`config.mk`:
```
export PLATFORM = sky130hd
export DESIGN_NAME = seg_scan_decoder
export DESIGN_NICKNAME = d
export VERILOG_FILES = /design/src/rtl/seg_pkg.sv /design/src/rtl/seg7_to_bcd.sv /design/src/rtl/seg_scan_decoder.sv
export SDC_FILE = /design/constraint.sdc
export NUM_CORES = 1
export LEC_CHECK = 0
export BUFFER_PORTS_ARGS = -buffer_cell sky130_fd_sc_hd__buf_2
export CORE_MARGIN = 2
export CORE_UTILIZATION = 39
export DETAILED_ROUTE_END_ITERATION = 6
export SYNTH_ARGS = -nofsm -noshare
export SYNTH_HDL_FRONTEND = slang
export SYNTH_SLANG_ARGS = --single-unit
```
`constraint.sdc`:
```
create_clock -name clk -period 4.7 [get_ports clk]
set_clock_uncertainty 0.05 [all_clocks]
set_input_delay 0.235 -clock clk [delete_from_list [all_inputs] [get_ports clk]]
set_output_delay 0.235 -clock clk [all_outputs]
set_load 0.01 [all_outputs]
```
`src/rtl/seg_pkg.sv`:
```
// Shared constants for the seven-segment scan decoder: active-low segment patterns,
// decode codes, blank-slot enable value and the settle/lock state type.
package seg_pkg;

   localparam logic [6:0] SEG_0 = 7'h40;
   localparam logic [6:0] SEG_1 = 7'h79;
   localparam logic [6:0] SEG_2 = 7'h24;
   localparam logic [6:0] SEG_3 = 7'h30;
   localparam logic [6:0] SEG_4 = 7'h19;
   localparam logic [6:0] SEG_5 = 7'h12;
   localparam logic [6:0] SEG_6 = 7'h02;
   localparam logic [6:0] SEG_7 = 7'h78;
   localparam logic [6:0] SEG_8 = 7'h00;
   localparam logic [6:0] SEG_9 = 7'h10;

   localparam logic [3:0] CODE_INVALID = 4'hF;
   localparam logic [7:0] ENABLE_BLANK = 8'hFF;

   typedef enum logic {
      SETTLING = 1'b0,
      LOCKED   = 1'b1
   } scan_state_t;

   // Number of asserted (low) digit selects in an active-low enable vector.
   function automatic logic [3:0] count_low(input logic [7:0] sel);
      logic [3:0] n;
      n = '0;
      for (int i = 0; i < 8; i++) begin
         n = n + {3'b000, ~sel[i]};
      end
      return n;
   endfunction

endpackage

```
`src/rtl/seg7_to_bcd.sv`:
```
// Combinational active-low seven-segment pattern to digit code lookup; zero latency.
// Unknown patterns return CODE_INVALID with valid low.
module seg7_to_bcd
   import seg_pkg::*;
(
   input  logic [6:0] seg,
   output logic [3:0] code,
   output logic       valid
);

   always_comb begin
      code  = CODE_INVALID;
      valid = 1'b1;
      case (seg)
         SEG_0:   code = 4'd0;
         SEG_1:   code = 4'd1;
         SEG_2:   code = 4'd2;
         SEG_3:   code = 4'd3;
         SEG_4:   code = 4'd4;
         SEG_5:   code = 4'd5;
         SEG_6:   code = 4'd6;
         SEG_7:   code = 4'd7;
         SEG_8:   code = 4'd8;
         SEG_9:   code = 4'd9;
         default: valid = 1'b0;
      endcase
   end

endmodule

```
`src/rtl/seg_scan_decoder.sv`:
```
// Captures a multiplexed 8-digit seven-segment scan into 4-bit digit codes; a slot is accepted
// after 2 sync + STABLE_CYCLES settle + 1 register cycles; no backpressure, frame_valid is a pulse.
module seg_scan_decoder
   import seg_pkg::*;
#(
   parameter int unsigned STABLE_CYCLES = 16
)
(
   input  logic        clk,
   input  logic        rst,
   input  logic [7:0]  enable,
   input  logic [6:0]  iData,
   output logic [31:0] digit_code,
   output logic        frame_valid,
   output logic [7:0]  frame_cnt,
   output logic        seg_err,
   output logic        sel_err
);

   localparam logic [7:0] CNT_LAST = 8'(STABLE_CYCLES - 1);

   logic [7:0]  en_meta, en_sync;
   logic [6:0]  dat_meta, dat_sync;
   logic [14:0] sample, sample_q;
   logic        sample_chg;
   logic [7:0]  stable_cnt;
   scan_state_t state_q, state_d;
   logic        accept;

   logic [3:0]  low_cnt;
   logic [2:0]  slot_idx;
   logic [3:0]  dec_code;
   logic        dec_valid;
   logic        wr_digit, bad_sel, frame_done;
   logic [7:0]  seen_mask, seen_nxt;

   always_ff @(posedge clk or posedge rst) begin
      if (rst) begin
         en_meta  <= '1;
         en_sync  <= '1;
         dat_meta <= '1;
         dat_sync <= '1;
         sample_q <= '1;
      end else begin
         en_meta  <= enable;
         en_sync  <= en_meta;
         dat_meta <= iData;
         dat_sync <= dat_meta;
         sample_q <= sample;
      end
   end

   assign sample     = {en_sync, dat_sync};
   assign sample_chg = (sample != sample_q);

   always_ff @(posedge clk or posedge rst) begin
      if (rst) begin
         state_q <= SETTLING;
      end else begin
         state_q <= state_d;
      end
   end

   always_comb begin
      state_d = state_q;
      case (state_q)
         SETTLING: if (!sample_chg && stable_cnt == CNT_LAST) state_d = LOCKED;
         LOCKED:   if (sample_chg) state_d = SETTLING;
         default:  state_d = SETTLING;
      endcase
   end

   // A change in the would-be accept cycle wins: no accept, counter restarts.
   always_comb begin
      accept = 1'b0;
      if (state_q == SETTLING && !sample_chg && stable_cnt == CNT_LAST) accept = 1'b1;
   end

   always_ff @(posedge clk or posedge rst) begin
      if (rst) begin
         stable_cnt <= '0;
      end else if (sample_chg) begin
         stable_cnt <= '0;
      end else if (state_q == SETTLING) begin
         stable_cnt <= stable_cnt + 8'd1;
      end
   end

   seg7_to_bcd u_seg7_to_bcd (
      .seg   (dat_sync),
      .code  (dec_code),
      .valid (dec_valid)
   );

   assign low_cnt = count_low(en_sync);

   always_comb begin
      slot_idx = '0;
      for (int i = 0; i < 8; i++) begin
         if (!en_sync[i]) slot_idx = 3'(i);
      end
   end

   assign wr_digit   = accept && (low_cnt == 4'd1);
   assign bad_sel    = accept && (low_cnt > 4'd1);
   assign frame_done = (seen_mask == ENABLE_BLANK);

   // Completed mask clears in the pulse cycle; a write landing then starts the next frame.
   always_comb begin
      seen_nxt = frame_done ? 8'h00 : seen_mask;
      if (wr_digit) seen_nxt[slot_idx] = 1'b1;
   end

   always_ff @(posedge clk or posedge rst) begin
      if (rst) begin
         digit_code  <= '1;
         seen_mask   <= '0;
         frame_valid <= 1'b0;
         frame_cnt   <= '0;
         seg_err     <= 1'b0;
         sel_err     <= 1'b0;
      end else begin
         seen_mask   <= seen_nxt;
         frame_valid <= frame_done;
         seg_err     <= wr_digit && !dec_valid;
         sel_err     <= bad_sel;
         if (frame_done) frame_cnt <= frame_cnt + 8'd1;
         if (wr_digit) digit_code[{slot_idx, 2'b00} +: 4] <= dec_code;
      end
   end

endmodule
```
### Word-level counts from Yosys, hierarchy flattened

Index checks and enable logic that the tools add are counted.

* bitwise operators: 10
* shifts and indexed selects: 2
* magnitude comparators: 3
* reductions and logical operators: 11
* mux-type cells: 20
* eq/ne operators: 14
* add/sub/neg operators: 10

Operator list (number)
* 4-bit case mux with 10 select lines: 1
* 32-bit bitwise mux: 1
* 8-bit 2-to-1 mux: 4
* 4-bit by 7-bit variable shift with 32-bit output, first input constant: 1
* 4-bit by 7-bit indexed part select with 32-bit output: 1
* 7-bit by 5-bit == test with 1-bit output, second input constant: 3
* 7-bit == test, second input constant: 3
* 3-bit 2-to-1 mux: 6
* 4-bit by 1-bit adder with 4-bit output: 4
* 8-bit by 1-bit adder with 8-bit output, second input constant: 2
* 15-bit inequality test: 1
* 7-bit by 6-bit == test with 1-bit output, second input constant: 2
* 10-bit OR reduction: 1
* 1-bit inverter: 9
* 8-bit by 4-bit == test with 1-bit output, second input constant: 1
* 8-bit == test, second input constant: 1
* 8-bit bitwise OR: 1
* 7-bit by 2-bit == test with 1-bit output, second input constant: 1
* 1-bit logical AND: 7
* 7-bit zero test: 1
* 5-bit negation with 7-bit output: 1
* 1-bit 2-to-1 mux: 6
* 3-bit by 1-bit adder with 4-bit output: 1
* 4-bit by 1-bit == test with 1-bit output, second input constant: 1
* other kinds (9): 10

* logic and storage cells: 83
* bits of input ports: 17
* register bits after elaboration: 105

### Depth between registers and ports, before layout

* depth in word-level cells: 13
* depth in mapped cells: 12
* depth with buffers taken out: 11

### Cells and area by module

A second synthesis with hierarchy kept.

* cells, all modules: 328
* area, all modules: 4409.2 um2

By module, submodules not included
* seg_scan_decoder: area an instance 4232.8 um2, cells each 301, times used 1
* seg7_to_bcd: area an instance 176.4 um2, cells each 27, times used 1

### Worst setup path before layout

No wires, ideal clock.

* kind: register -> register
* start point: reg en_sync[0]
* end point: reg digit_code[4]
* cell stages (with the launch flop): 12
* required time: 4.568 ns
* arrival time: 4.227 ns
* path slack: 0.340 ns
* setup time: 0.082 ns
* cell sequence: dfstp_2 inv_1 fa_1 fa_1 fa_1 ha_1 fa_1 nor2_1 a21oi_1 or4b_4 or4b_4 mux2_4

* word-level cells in the longest chain between the ends: 10
* elaborated cells on any way between the ends: 15
* those cells by class: add/sub (7); eq/ne (2); mux (1); bitwise (1); reduce/logical (4)

Ends and longest elaborated chain
* start, declared: RTL line seg_scan_decoder.sv:22 `logic [7:0] en_meta, en_sync;`
* start signal, assigned: RTL line seg_scan_decoder.sv:46 `en_sync <= en_meta;`
* 1-bit inverter: RTL line seg_pkg.sv:29 `n = n + {3'b000, ~sel[i]};`
* 1-bit by 1-bit adder with 2-bit output: RTL line seg_pkg.sv:29
* 2-bit by 1-bit adder with 3-bit output: RTL line seg_pkg.sv:29
* 3-bit by 1-bit adder with 4-bit output: RTL line seg_pkg.sv:29
* 4-bit by 1-bit adder with 4-bit output (4 in a row): RTL line seg_pkg.sv:29
* 4-bit by 1-bit == test with 1-bit output: RTL line seg_scan_decoder.sv:104 `assign wr_digit = accept && (low_cnt == 4'd1);`
* 1-bit logical AND (*): RTL line seg_scan_decoder.sv:104
* end signal, assigned by index: RTL line seg_scan_decoder.sv:128 `if (wr_digit) digit_code[{slot_idx, 2'b00} +: 4] <= dec_code;`
* end, declared: RTL line seg_scan_decoder.sv:13 `output logic [31:0] digit_code,`

Every way passes the cells marked *; elsewhere a longest branch is shown, timed or not.
A chain may end at the register's enable or synchronous reset.

### Worst setup path in the final report

* start point: reg en_sync[0]
* end point: reg digit_code[7]

Same word-level chain as after synthesis.

==> results.py <==
metrics = {
    "sta": {
        "grt_setup_unrepaired": "no",
        "finalCritPeriodShare_pct": 94.8,
        "fin_setup_tns_ns": 0,
        "max_slew_margin_pct": 53.4,
        "maxSlewViolCount": 0,
        "tightest_slew_ns": 0.698,
        "setup_viol": 0,
        "fmax_mhz": 224,
        "min_period_ns": 4.46,
        "finalHoldViolCount": 0,
    },
    "global_routing": {
        "gr-total-overflow": 0,
        "grt_pass1_wl_um": 13600,
        "grt_max_degree": 60,
        "grt_usage_pct": 13.8,
        "antenna_found_initial": 0,
        "grt_pass1_vias": 2750,
    },
    "floorplanning": {
        "dieArea_mm2": 0.0123,
        "die_x_um": 111,
        "ios": 60,
        "die_h_um": 111,
        "core_mm2": 0.0113,
        "row_count": 39,
        "initial_core_util_pct": 39.6,
    },
    "placement": {
        "placed_cell_area_mm2": 0.00492,
        "io_buffer_count": 59,
        "place_hpwl_um": 5520,
        "gp_congestion": 0.798,
    },
    "yosys": {
        "yosys-top-cells-area": "dfstp_2 (45%), dfrtp_1 (16%), mux2_2 (7.1%)",
        "synth_top_area_cell": "dfstp_2",
        "yosysMostFrequentCell": "dfstp_2",
        "synth_area_mm2": 0.00446,
        "seq_area_frac_synth_pct": 61.0,
        "async_flop_share_pct": 100,
        "syn_inst": 333,
        "synth_edf_count": 0,
        "synth_top_area_share_pct": 45.3,
        "ys_ff_latch": 105,
        "syn_avg_cell_area_um2": 13.4,
        "yosysWarnings": 0,
        "synth_common_cells": "dfstp_2 (77), dfrtp_1 (28), mux2_2 (28)",
        "synth_cell_types": 44,
        "syn-num-nets": 361,
        "yosys_most_used_dff": "dfstp_2",
    },
    "worst_hold_path": {
        "min_path_cells": 0,
        "min-delay-path-class": "reg -> reg",
        "min_from": "dat_meta[4]",
    },
    "clock_network": {
        "clkLatencyLatePin_ns": 0.35,
        "postCtsSetupRepairBufs": 0,
        "cts_tree": "yes",
        "root_buffer": "clkbuf_16",
        "path_clk_slew_ns": 0.07,
        "clock-sinks": 105,
        "clock_path_buffers": 2,
        "numCtsBuffers": 9,
        "htreeDepth": 3,
    },
    "power": {
        "combPwrFrac_pct": 6.6,
        "p_clk_share_pct": 42.3,
        "switching_share_pct": 21.5,
        "max-vdd-ir-drop_v": 0.000295,
        "power_frac_seq_pct": 51.2,
        "powerDensity_mw_per_mm2": 347,
        "net-switching-power_mw": 0.404,
        "p_int_mw": 1.47,
        "p_leak_nw": 2.44,
    },
    "critical_path": {
        "critPathLaunch": "en_sync[0]",
        "reg2reg_depth": 11,
        "rr_startpoint": "en_sync[0]",
        "critPathMaxFanout": 5,
        "crit_path_start_kind": "register",
        "end_kind": "register",
        "required_ns": 4.93,
        "path_class": "reg -> reg",
        "arrival_ns": 4.68,
    },
    "routing": {
        "wl_um": 7860,
        "vias": 2736,
        "first_iter_violations": 157,
        "wire_per_inst_um": 14.1,
        "drc": 0,
        "routed_via_density": 4.91,
        "ant_nets": 0,
        "first_pass_iters": 4,
    },
    "final_layout": {
        "nFillCells": 1003,
        "fin_nets": 438,
        "num_antenna_cells": 0,
        "synthToLayoutAreaGrowth_pct": 21.2,
        "drive_gt1_share_pct": 48.8,
        "regArea_mm2": 0.00272,
        "multi_input_area_mm2": 0.00165,
        "postLayoutCoreUtil_pct": 48.0,
        "final_area_mm2": 0.00541,
    },
    "job": {
        "cap_violations": 0,
    },
    "outcome": {
        "status": "complete, no violations",
    },
}
## kinds of logic (layout without fill, tap and decap cells)
logic type	count (synthesis)	in the layout	synth area share [%]
muxes	33	33	8.63
buffers and inverters	25	106	2.10
AOI/OAI and AO/OA	23	23	3.62
xor gates and xnor gates	30	30	5.89
adders and majority gates	11	11	3.76
DFF	105	105	61.0
and+or+nand+nor	106	106	15.0
## registers in the layout (all words and copies together) (netlist names)
| signal | count |
|---|---|
| dat_meta | 7 |
| digit_code | 32 |
| dat_sync | 7 |
| en_sync | 8 |
| stable_cnt | 8 |
| seg_err | 1 |
| sel_err | 1 |
| frame_cnt | 8 |
| state_q | 1 |
| frame_valid | 1 |
| sample_q | 15 |
| seen_mask | 8 |
| en_meta | 8 |
## power groups by stage
| stage | combinational [mW] | sequential [mW] | clock, mW |
|---|---|---|---|
| after detailed placement | 0.114 | 0.975 | 0 |
| after global placement | 0.110 | 0.974 | 0 |
| after CTS | 0.125 | 0.960 | 0.815 |
| final | 0.123 | 0.960 | 0.793 |
| after global routing | 0.141 | 0.963 | 0.850 |
| after floorplan | 0.0909 | 0.962 | 0 |
## placed cells by master (no fill, tap or decap), drive strengths merged, types with 7 or more instances in the layout
cell and n:
dfstp 77, mux2 32, nor4 9, xnor2 12
clkbuf 10, dfrtp 28, buf 63, dlygate4sd3 16
nor2 17, nand2 24, xor2 18, nand4 8
inv 12, ha 7
## worst max-delay path: stages, from the launching register on
cell     delay (ns)
dfstp_2        0.55
inv_1          0.06
fa_1           0.49
fa_1           0.53
fa_1           0.42
ha_1           0.22
fa_1           0.38
nor2_1         0.11
a21oi_1        0.08
or4b_4         0.58
or4b_4         0.60
mux2_4         0.32
## final timing paths
| check | end | slack, ns |
|---|---|---|
| worst min register to register | dat_sync[4] | 0.30 |
| min in group asynchronous | stable_cnt[1] | 0.51 |
| worst min-delay path | dat_sync[4] | 0.30 |
| worst max-delay path | digit_code[7] | 0.24 |
| max in group asynchronous | digit_code[23] | 3.07 |
| worst max register to register | digit_code[7] | 0.24 |
## final cells by class
cell class,instances,area share (%)
timing repair buffer,79,8.98
clock buffer,10,4.42
inverter,12,0.879
clock inverter,5,1.48
multi-input combinational,203,30.6
sequential,105,50.4
tap,143,3.31
## per-layer routing
metal	track usage (%)	share of wire, %	routed length (um)
met5	0	0	0
met4	6.25	2.6	205
met3	4.32	5.2	412
met2	21.3	45	3550
met1	17.9	47	3700
## per-stage QoR
step           hold slack, ns  worst slack [ns]  power [mW]  std cells
3_3_place_gp            0.290             0.282        1.08        526
3_5_place_dp            0.291             0.210        1.09        526
2_1_floorplan           0.189             0.340        1.05        333
4_1_cts                 0.298             0.212        1.90        557
6_report                0.295             0.242        1.88        557
5_1_grt                 0.303            0.0310        1.95        557
## repair_timing
item                                    4_1_cts  5_1_grt
hold buffers                                 16        0
endpoints found under the hold margin        26        0
endpoints found under the setup margin        0        4
resized for setup                             0        1
(Power assumes the default switching activity.)
